File: src/rtl/alu_pkg.sv
// -----------------------------------------------------------------------------
// alu_pkg
// Definitions shared by the decode stage and the ALU:
//   - alu_op_e     : 4-bit ALU opcode encoding
//   - OPC_*        : RV32I major opcode constants (instr[6:0])
//   - FUNCT7_*     : funct7 values that are meaningful for OP / shift-imm
//   - imm_type_e   : immediate format selector for imm_gen
//   - funct3_to_op : funct3 (+ alternate bit) to ALU opcode mapping
// -----------------------------------------------------------------------------
package alu_pkg;

   typedef enum logic [3:0] {
      ALU_ADD  = 4'b0000,
      ALU_SUB  = 4'b0001,
      ALU_SLL  = 4'b0010,
      ALU_SLT  = 4'b0011,
      ALU_SLTU = 4'b0100,
      ALU_XOR  = 4'b0101,
      ALU_SRL  = 4'b0110,
      ALU_SRA  = 4'b0111,
      ALU_OR   = 4'b1000,
      ALU_AND  = 4'b1001
   } alu_op_e;

   localparam logic [6:0] OPC_OP     = 7'b0110011;
   localparam logic [6:0] OPC_OP_IMM = 7'b0010011;
   localparam logic [6:0] OPC_LUI    = 7'b0110111;
   localparam logic [6:0] OPC_AUIPC  = 7'b0010111;
   localparam logic [6:0] OPC_LOAD   = 7'b0000011;
   localparam logic [6:0] OPC_STORE  = 7'b0100011;
   localparam logic [6:0] OPC_JAL    = 7'b1101111;
   localparam logic [6:0] OPC_JALR   = 7'b1100111;
   localparam logic [6:0] OPC_BRANCH = 7'b1100011;

   localparam logic [6:0] FUNCT7_BASE = 7'b0000000;
   localparam logic [6:0] FUNCT7_ALT  = 7'b0100000;

   typedef enum logic [2:0] {
      IMM_I,
      IMM_S,
      IMM_B,
      IMM_U,
      IMM_J
   } imm_type_e;

   // alt selects SUB over ADD and SRA over SRL; it is ignored for other funct3.
   function automatic alu_op_e funct3_to_op(input logic [2:0] funct3, input logic alt);
      alu_op_e op;
      unique case (funct3)
         3'b000:  op = alt ? ALU_SUB : ALU_ADD;
         3'b001:  op = ALU_SLL;
         3'b010:  op = ALU_SLT;
         3'b011:  op = ALU_SLTU;
         3'b100:  op = ALU_XOR;
         3'b101:  op = alt ? ALU_SRA : ALU_SRL;
         3'b110:  op = ALU_OR;
         default: op = ALU_AND;
      endcase
      return op;
   endfunction

endpackage

File: src/rtl/imm_gen.sv
// -----------------------------------------------------------------------------
// imm_gen
// Combinational immediate extraction for the RV32I I/S/B/U/J formats. Every
// immediate is sign-extended from instruction bit 31 to Data_Width.
// Ports:
//   instr_i    in  [31:7]         instruction bits above the opcode field
//   imm_type_i in  imm_type_e     format to extract
//   imm_o      out [Data_Width]   sign-extended immediate
// -----------------------------------------------------------------------------
module imm_gen
   import alu_pkg::*;
#(
   parameter int Data_Width = 32
) (
   input  logic [31:7]           instr_i,
   input  imm_type_e             imm_type_i,
   output logic [Data_Width-1:0] imm_o
);

   logic signed [31:0] imm32;

   always_comb begin
      imm32 = '0;
      unique case (imm_type_i)
         IMM_I:   imm32 = {{20{instr_i[31]}}, instr_i[31:20]};
         IMM_S:   imm32 = {{20{instr_i[31]}}, instr_i[31:25], instr_i[11:7]};
         IMM_B:   imm32 = {{19{instr_i[31]}}, instr_i[31], instr_i[7],
                           instr_i[30:25], instr_i[11:8], 1'b0};
         IMM_U:   imm32 = {instr_i[31:12], 12'b0};
         IMM_J:   imm32 = {{11{instr_i[31]}}, instr_i[31], instr_i[19:12],
                           instr_i[20], instr_i[30:21], 1'b0};
         default: imm32 = '0;
      endcase
      // Signed size cast keeps the sign extension for Data_Width > 32.
      imm_o = Data_Width'(imm32);
   end

endmodule

File: src/rtl/alu_op_decoder.sv
// -----------------------------------------------------------------------------
// alu_op_decoder
// Registered decode stage between fetch and execute. Turns one RV32I
// instruction into an ALU command (opcode, operand A, operand B) plus
// writeback / memory control, held in a single valid/ready pipeline slot.
// Optional feature macro: ALU_DEC_ILLEGAL_EN (flag undecodable instructions
// on illegal_o; otherwise illegal_o is tied 0 and unknown instructions become
// an ADD with all enables cleared).
// Ports:
//   clk, rst                  clock, asynchronous active-high reset
//   instr_i, pc_i             instruction word and its PC from fetch
//   rs1_data_i, rs2_data_i    register-file read data for instr_i
//   valid_i / ready_o         upstream handshake (ready_o = !valid_o || ready_i)
//   flush_i                   drop held and incoming entry
//   alu_op_o                  ALU opcode
//   operand_a_o, operand_b_o  ALU operands
//   rs2_data_o                store data
//   rd_o, wr_en_o             destination register and writeback enable
//   mem_rd_o, mem_wr_o        load / store
//   illegal_o                 undecodable instruction
//   valid_o / ready_i         downstream handshake
// -----------------------------------------------------------------------------
module alu_op_decoder
   import alu_pkg::*;
#(
   parameter int Data_Width = 32,
   parameter int Op_Width   = 4
) (
   input  logic                  clk,
   input  logic                  rst,
   input  logic [Data_Width-1:0] instr_i,
   input  logic [Data_Width-1:0] pc_i,
   input  logic [Data_Width-1:0] rs1_data_i,
   input  logic [Data_Width-1:0] rs2_data_i,
   input  logic                  valid_i,
   output logic                  ready_o,
   input  logic                  flush_i,
   output logic [Op_Width-1:0]   alu_op_o,
   output logic [Data_Width-1:0] operand_a_o,
   output logic [Data_Width-1:0] operand_b_o,
   output logic [Data_Width-1:0] rs2_data_o,
   output logic [4:0]            rd_o,
   output logic                  wr_en_o,
   output logic                  mem_rd_o,
   output logic                  mem_wr_o,
   output logic                  illegal_o,
   output logic                  valid_o,
   input  logic                  ready_i
);

   logic [6:0]            opcode;
   logic [2:0]            funct3;
   logic [6:0]            funct7;
   logic                  is_shift_imm;
   imm_type_e             imm_type;
   logic [Data_Width-1:0] imm;

   alu_op_e               alu_op_d;
   logic [Op_Width-1:0]   alu_op_q;
   logic [Data_Width-1:0] operand_a_d, operand_a_q;
   logic [Data_Width-1:0] operand_b_d, operand_b_q;
   logic [Data_Width-1:0] rs2_data_q;
   logic [4:0]            rd_d, rd_q;
   logic                  wr_en_d, wr_en_q;
   logic                  mem_rd_d, mem_rd_q;
   logic                  mem_wr_d, mem_wr_q;
   logic                  illegal_d, illegal_q;
   logic                  valid_d, valid_q;
   logic                  accept;

   assign opcode       = instr_i[6:0];
   assign funct3       = instr_i[14:12];
   assign funct7       = instr_i[31:25];
   assign rd_d         = instr_i[11:7];
   assign is_shift_imm = (funct3 == 3'b001) || (funct3 == 3'b101);

   imm_gen #(
      .Data_Width (Data_Width)
   ) u_imm_gen (
      .instr_i    (instr_i[31:7]),
      .imm_type_i (imm_type),
      .imm_o      (imm)
   );

   // ---- decode (combinational, feeds the pipeline register) ----
   always_comb begin
      alu_op_d    = ALU_ADD;
      operand_a_d = '0;
      operand_b_d = '0;
      wr_en_d     = 1'b0;
      mem_rd_d    = 1'b0;
      mem_wr_d    = 1'b0;
      illegal_d   = 1'b0;
      imm_type    = IMM_I;

      unique case (opcode)
         OPC_OP: begin
            operand_a_d = rs1_data_i;
            operand_b_d = rs2_data_i;
            wr_en_d     = 1'b1;
            alu_op_d    = funct3_to_op(funct3, instr_i[30]);
`ifdef ALU_DEC_ILLEGAL_EN
            if (!((funct7 == FUNCT7_BASE) ||
                  ((funct7 == FUNCT7_ALT) && ((funct3 == 3'b000) || (funct3 == 3'b101))))) begin
               illegal_d = 1'b1;
               alu_op_d  = ALU_ADD;
               wr_en_d   = 1'b0;
            end
`endif
         end
         OPC_OP_IMM: begin
            operand_a_d = rs1_data_i;
            wr_en_d     = 1'b1;
            if (is_shift_imm) begin
               // Shift amount is unsigned; only funct3=101 uses bit 30 (SRAI).
               operand_b_d = Data_Width'(instr_i[24:20]);
               alu_op_d    = funct3_to_op(funct3, funct3[2] & instr_i[30]);
`ifdef ALU_DEC_ILLEGAL_EN
               if (!((funct7 == FUNCT7_BASE) ||
                     ((funct7 == FUNCT7_ALT) && funct3[2]))) begin
                  illegal_d = 1'b1;
                  alu_op_d  = ALU_ADD;
                  wr_en_d   = 1'b0;
               end
`endif
            end else begin
               operand_b_d = imm;
               alu_op_d    = funct3_to_op(funct3, 1'b0);
            end
         end
         OPC_LUI: begin
            imm_type    = IMM_U;
            operand_b_d = imm;
            wr_en_d     = 1'b1;
         end
         OPC_AUIPC: begin
            imm_type    = IMM_U;
            operand_a_d = pc_i;
            operand_b_d = imm;
            wr_en_d     = 1'b1;
         end
         OPC_LOAD: begin
            operand_a_d = rs1_data_i;
            operand_b_d = imm;
            mem_rd_d    = 1'b1;
            wr_en_d     = 1'b1;
         end
         OPC_STORE: begin
            imm_type    = IMM_S;
            operand_a_d = rs1_data_i;
            operand_b_d = imm;
            mem_wr_d    = 1'b1;
         end
         OPC_JAL, OPC_JALR: begin
            // ALU computes the link value pc+4.
            operand_a_d = pc_i;
            operand_b_d = Data_Width'(32'd4);
            wr_en_d     = 1'b1;
         end
         OPC_BRANCH: begin
            operand_a_d = rs1_data_i;
            operand_b_d = rs2_data_i;
            alu_op_d    = ALU_SUB;
         end
         default: begin
`ifdef ALU_DEC_ILLEGAL_EN
            illegal_d = 1'b1;
`endif
         end
      endcase

      if (rd_d == 5'd0) begin
         wr_en_d = 1'b0;
      end
   end

   // ---- handshake / slot state (EMPTY = !valid_q, FULL = valid_q) ----
   assign ready_o = !valid_q || ready_i;
   assign accept  = valid_i && ready_o;

   always_comb begin
      valid_d = valid_q;
      if (flush_i) begin
         valid_d = 1'b0;
      end else if (ready_o) begin
         valid_d = valid_i;
      end
   end

   // ---- pipeline register: decode -> execute ----
   always_ff @(posedge clk or posedge rst) begin
      if (rst) begin
         valid_q     <= 1'b0;
         alu_op_q    <= Op_Width'(ALU_ADD);
         operand_a_q <= '0;
         operand_b_q <= '0;
         rs2_data_q  <= '0;
         rd_q        <= '0;
         wr_en_q     <= 1'b0;
         mem_rd_q    <= 1'b0;
         mem_wr_q    <= 1'b0;
         illegal_q   <= 1'b0;
      end else begin
         valid_q <= valid_d;
         // Data may load during a flush; valid_q masks it below.
         if (accept) begin
            alu_op_q    <= Op_Width'(alu_op_d);
            operand_a_q <= operand_a_d;
            operand_b_q <= operand_b_d;
            rs2_data_q  <= rs2_data_i;
            rd_q        <= rd_d;
            wr_en_q     <= wr_en_d;
            mem_rd_q    <= mem_rd_d;
            mem_wr_q    <= mem_wr_d;
            illegal_q   <= illegal_d;
         end
      end
   end

   assign valid_o     = valid_q;
   assign alu_op_o    = alu_op_q;
   assign operand_a_o = operand_a_q;
   assign operand_b_o = operand_b_q;
   assign rs2_data_o  = rs2_data_q;
   assign rd_o        = rd_q;
   assign wr_en_o     = valid_q & wr_en_q;
   assign mem_rd_o    = valid_q & mem_rd_q;
   assign mem_wr_o    = valid_q & mem_wr_q;
   assign illegal_o   = valid_q & illegal_q;

endmodule
File: config.mk
export PLATFORM = sky130hd
export DESIGN_NAME = alu_op_decoder
export DESIGN_NICKNAME = d
export VERILOG_FILES = /design/src/rtl/alu_pkg.sv /design/src/rtl/imm_gen.sv /design/src/rtl/alu_op_decoder.sv
export SDC_FILE = /design/constraint.sdc
export NUM_CORES = 1
export LEC_CHECK = 0
export ABC_AREA = 0
export BUFFER_PORTS_ARGS = -buffer_cell sky130_fd_sc_hd__buf_2
export CAP_MARGIN = 20
export CORE_ASPECT_RATIO = 0.7
export CORE_MARGIN = 2
export CORE_UTILIZATION = 43
export DETAILED_ROUTE_END_ITERATION = 7
export GPL_ROUTABILITY_DRIVEN = 0
export GPL_TIMING_DRIVEN = 0
export PLACE_DENSITY = 0.83
export SETUP_SLACK_MARGIN = 0.1
export SYNTH_ARGS = -nofsm -noshare
export SYNTH_HDL_FRONTEND = slang
export SYNTH_SLANG_ARGS = --single-unit
File: constraint.sdc
create_clock -name clk -period 2.75 [get_ports clk]
set_input_delay 0 -clock clk [delete_from_list [all_inputs] [get_ports clk]]
set_output_delay 0 -clock clk [all_outputs]
set_load 0.02 [all_outputs]
==> run metrics <==
outcome completed; layout cells sized above 1 33.8%; CP Capture Type register; root buf cell clkbuf_16; Synth Register Bits 109; Initial Util 44.0%; DP HPWL 13.6 mm; Clock transition at path regs 70 ps; Post-Syn Area 0.00545 sq mm; CTS tree built; DR WL/cell 18.0 um; Max Slew Vio Count 0; simple-gate area share of the yosys netlist 18.9%; Psw 0.00121 W; worst path required time 3030 ps; DRC viols 0; I/O pins 244; clk buf depth 2; xor and xnor area share after synthesis 0.666%; final setup TNS 0 ps; Worst path max stage delay 600 ps; Int Pwr 0.00277 W; Layout area overhead 53.3%; Synth warnings 0; register share of total power 44.7%; ys flop type dfrtp_1; NumNets Final 1090; share of the synthesized area in the top cell type 50.1%; Unique masters post-synth 53; Adder-Cell Fraction of Synth Area 0%; remaining global-route overflow 0; # port buffers 241; Async SR Flop Fraction 100%; largest net degree at the start of global routing 41; CTS Sinks 109; vias in the first global route 6140; Power Total 0.00398 W; Comb pwr share 23.4%; first-pass GRT wire length 31.7 mm; synthesized netlist cell count 587; post-synthesis mux area share 0%; Worst VDD drop 331 uV; Initial DRC Count 499; vias per cell 5.48; pwr/cell area 476 mW/mm^2; unrepaired setup endpoints after global routing false; highest clock rate 0.412 GHz; routed wire length 20.2 mm; worst-path cell chain nand2b_1 -> nand2_1 -> buf_2 -> clkbuf_1 -> a21oi_1 -> a21oi_1 -> dlygate4sd3_1; HP Class in -> reg; first drt pass iteration count 8; worst setup path class reg -> reg; core area 0.0124 sq mm; Post-synth EDFFs 0; largest family of logic cells by synthesized area compound AO/OA/AOI/OAI gates; Top delay family on crit path buffers and inverters; FF-to-FF End operand_a_o[16]; initial antenna violation count 0; buffers and inverters on the worst path 3; Final Hold Viols 0; relative slew slack 53.0%; Clock H-tree levels 3; Worst Skew 5.72 ps; die area 0.0136 sq mm; Die Width 139 um; Worst setup SP type register; worst reg2reg path startpoint valid_o; # rows 34; switching share of power 30.4%; diodes inserted 0; Reg2Reg Depth 7; most common cell in the netlist nand2_1; minimum clock period 2430 ps; Slew @ Worst Pin 704 ps; Mean Syn Cell Area 9.28 sq um; hold path depth 3; Crit path top cell by count a21oi_1; clock share of power 31.8%; Max-cap violations 0; CP max FO 10; crit path DAT 2700 ps; Setup-failing EPs final 0; chip height 98.2 um; sequential share of the synthesized area 50.1%; Syn Nets 720; Slowest cell on crit path dlygate4sd3_1; worst hold path startpoint instr_i[13]; WHS Endpoint alu_op_o[3]; post-synth top area cell dfrtp_1; Compound-Gate Fraction of Synth Area 25.2%; fin crit share 88.3%; Leakage 4.03 nW; CTS buffer count 9; All-Layer GR Usage 29.1%; via count 6161; FF-to-FF setup slack 320 ps; synth cell count leaders nand2_1, dfrtp_1, a21oi_1; ANT nets after route 0; top cells by area, synth dfrtp_1, nand2_1, a21oi_1; clk_lat worst skew 350 ps
-- sequential cells by signal, summed over array words and instances, names as in the netlist --
register     count
mem_wr_q         1
rd_o             5
operand_b_o     32
operand_a_o     32
wr_en_q          1
rs2_data_o      32
alu_op_o         4
mem_rd_q         1
valid_o          1
-- worst reg2reg max path, stage by stage, from the launching register on --
cell	delay, ps
dfrtp_1	390
nand2b_1	140
nand2_1	220
buf_2	290
clkbuf_1	420
a21oi_1	90
a21oi_1	220
dlygate4sd3_1	600
-- layer usage --
layer	global-route usage, %	vias up	wire length, um
met5	0	-	0
met4	9.97	0	560
met3	5.69	58	1550
met2	48.1	335	9660
met1	38.7	2964	8470
li1	-	2804	-
-- cell usage in the layout, fill, tap and decap left out, drive strengths merged, types with 2 or more instances in the layout --
cell,instances
nand3b,2
and2,4
clkinvlp,2
a32o,4
clkinv,3
nor4,2
clkbuf,39
dlygate4sd3,116
nor3,4
nand4bb,2
nand2b,4
a22oi,33
o211ai,7
buf,263
dfrtp,109
a222oi,19
o21ai,47
nor2,44
a21oi,70
inv,4
nand2,159
o31ai,5
-- logic make-up (layout without fill, tap and decap cells) --
logic type / count (synthesis) / count (layout)
buffers and inverters: 52 / 427
other: 1 / 1
XOR/XNOR: 2 / 2
flip-flops: 109 / 109
AND/OR/NAND/NOR: 231 / 231
AO/OA/AOI/OAI: 192 / 192
-- how the worst max path moves through the flow --
stage | end | startpoint | cells after the start
finish | operand_a_o[16] | valid_o | 7
global route | operand_a_o[16] | valid_o | 7
CTS | operand_a_o[0] | valid_o | 7
detailed placement | alu_op_o[3] | valid_o | 5
global placement | rs2_data_o[0] | rst | 2
floorplan | operand_b_o[5] | valid_o | 6
-- stage by stage --
step / hold WS, ps / area (sq um) / util [%] / worst slack (ps) / instances
6_report: 19.8 / 8360 / 67.5 / 321 / 1124
3_3_place_gp: 152 / 6860 / 55.4 / 685 / 990
4_1_cts: 1.64 / 8350 / 67.5 / 265 / 1124
2_1_floorplan: 63.1 / 5450 / - / 1070 / 587
5_1_grt: 13.4 / 8360 / 67.5 / 125 / 1124
3_5_place_dp: 142 / 6900 / 55.8 / 709 / 992
-- layout make-up --
| cell class | count | area [sq um] |
|---|---|---|
| flip-flops and latches | 109 | 2730 |
| repair buffers | 359 | 2410 |
| fillers | 974 | 4020 |
| plain buffers | 48 | 268 |
| clock inverters | 5 | 45.0 |
| multi-input cells | 426 | 2440 |
| inverters | 4 | 18.8 |
| well taps | 162 | 203 |
| clock buffers | 11 | 243 |
-- power by group through the flow --
| stage | Combinational [W] | Sequential [W] | Clock (W) |
|---|---|---|---|
| 2_1_floorplan | 0.000270 | 0.00195 | 0 |
| 3_3_place_gp | 0.000726 | 0.00180 | 0 |
| 3_5_place_dp | 0.000749 | 0.00180 | 0 |
| 4_1_cts | 0.000910 | 0.00178 | 0.00128 |
| 5_1_grt | 0.00100 | 0.00179 | 0.00135 |
| 6_report | 0.000932 | 0.00178 | 0.00127 |
-- what timing repair did --
item / in CTS / in global routing
gates resized for setup: 0 / 7
hold endpoints to repair: 124 / 0
buffers inserted: 0 / 0
setup endpoints to repair: 0 / 23
hold buffers: 116 / 0
(Power assumes the default switching activity.)
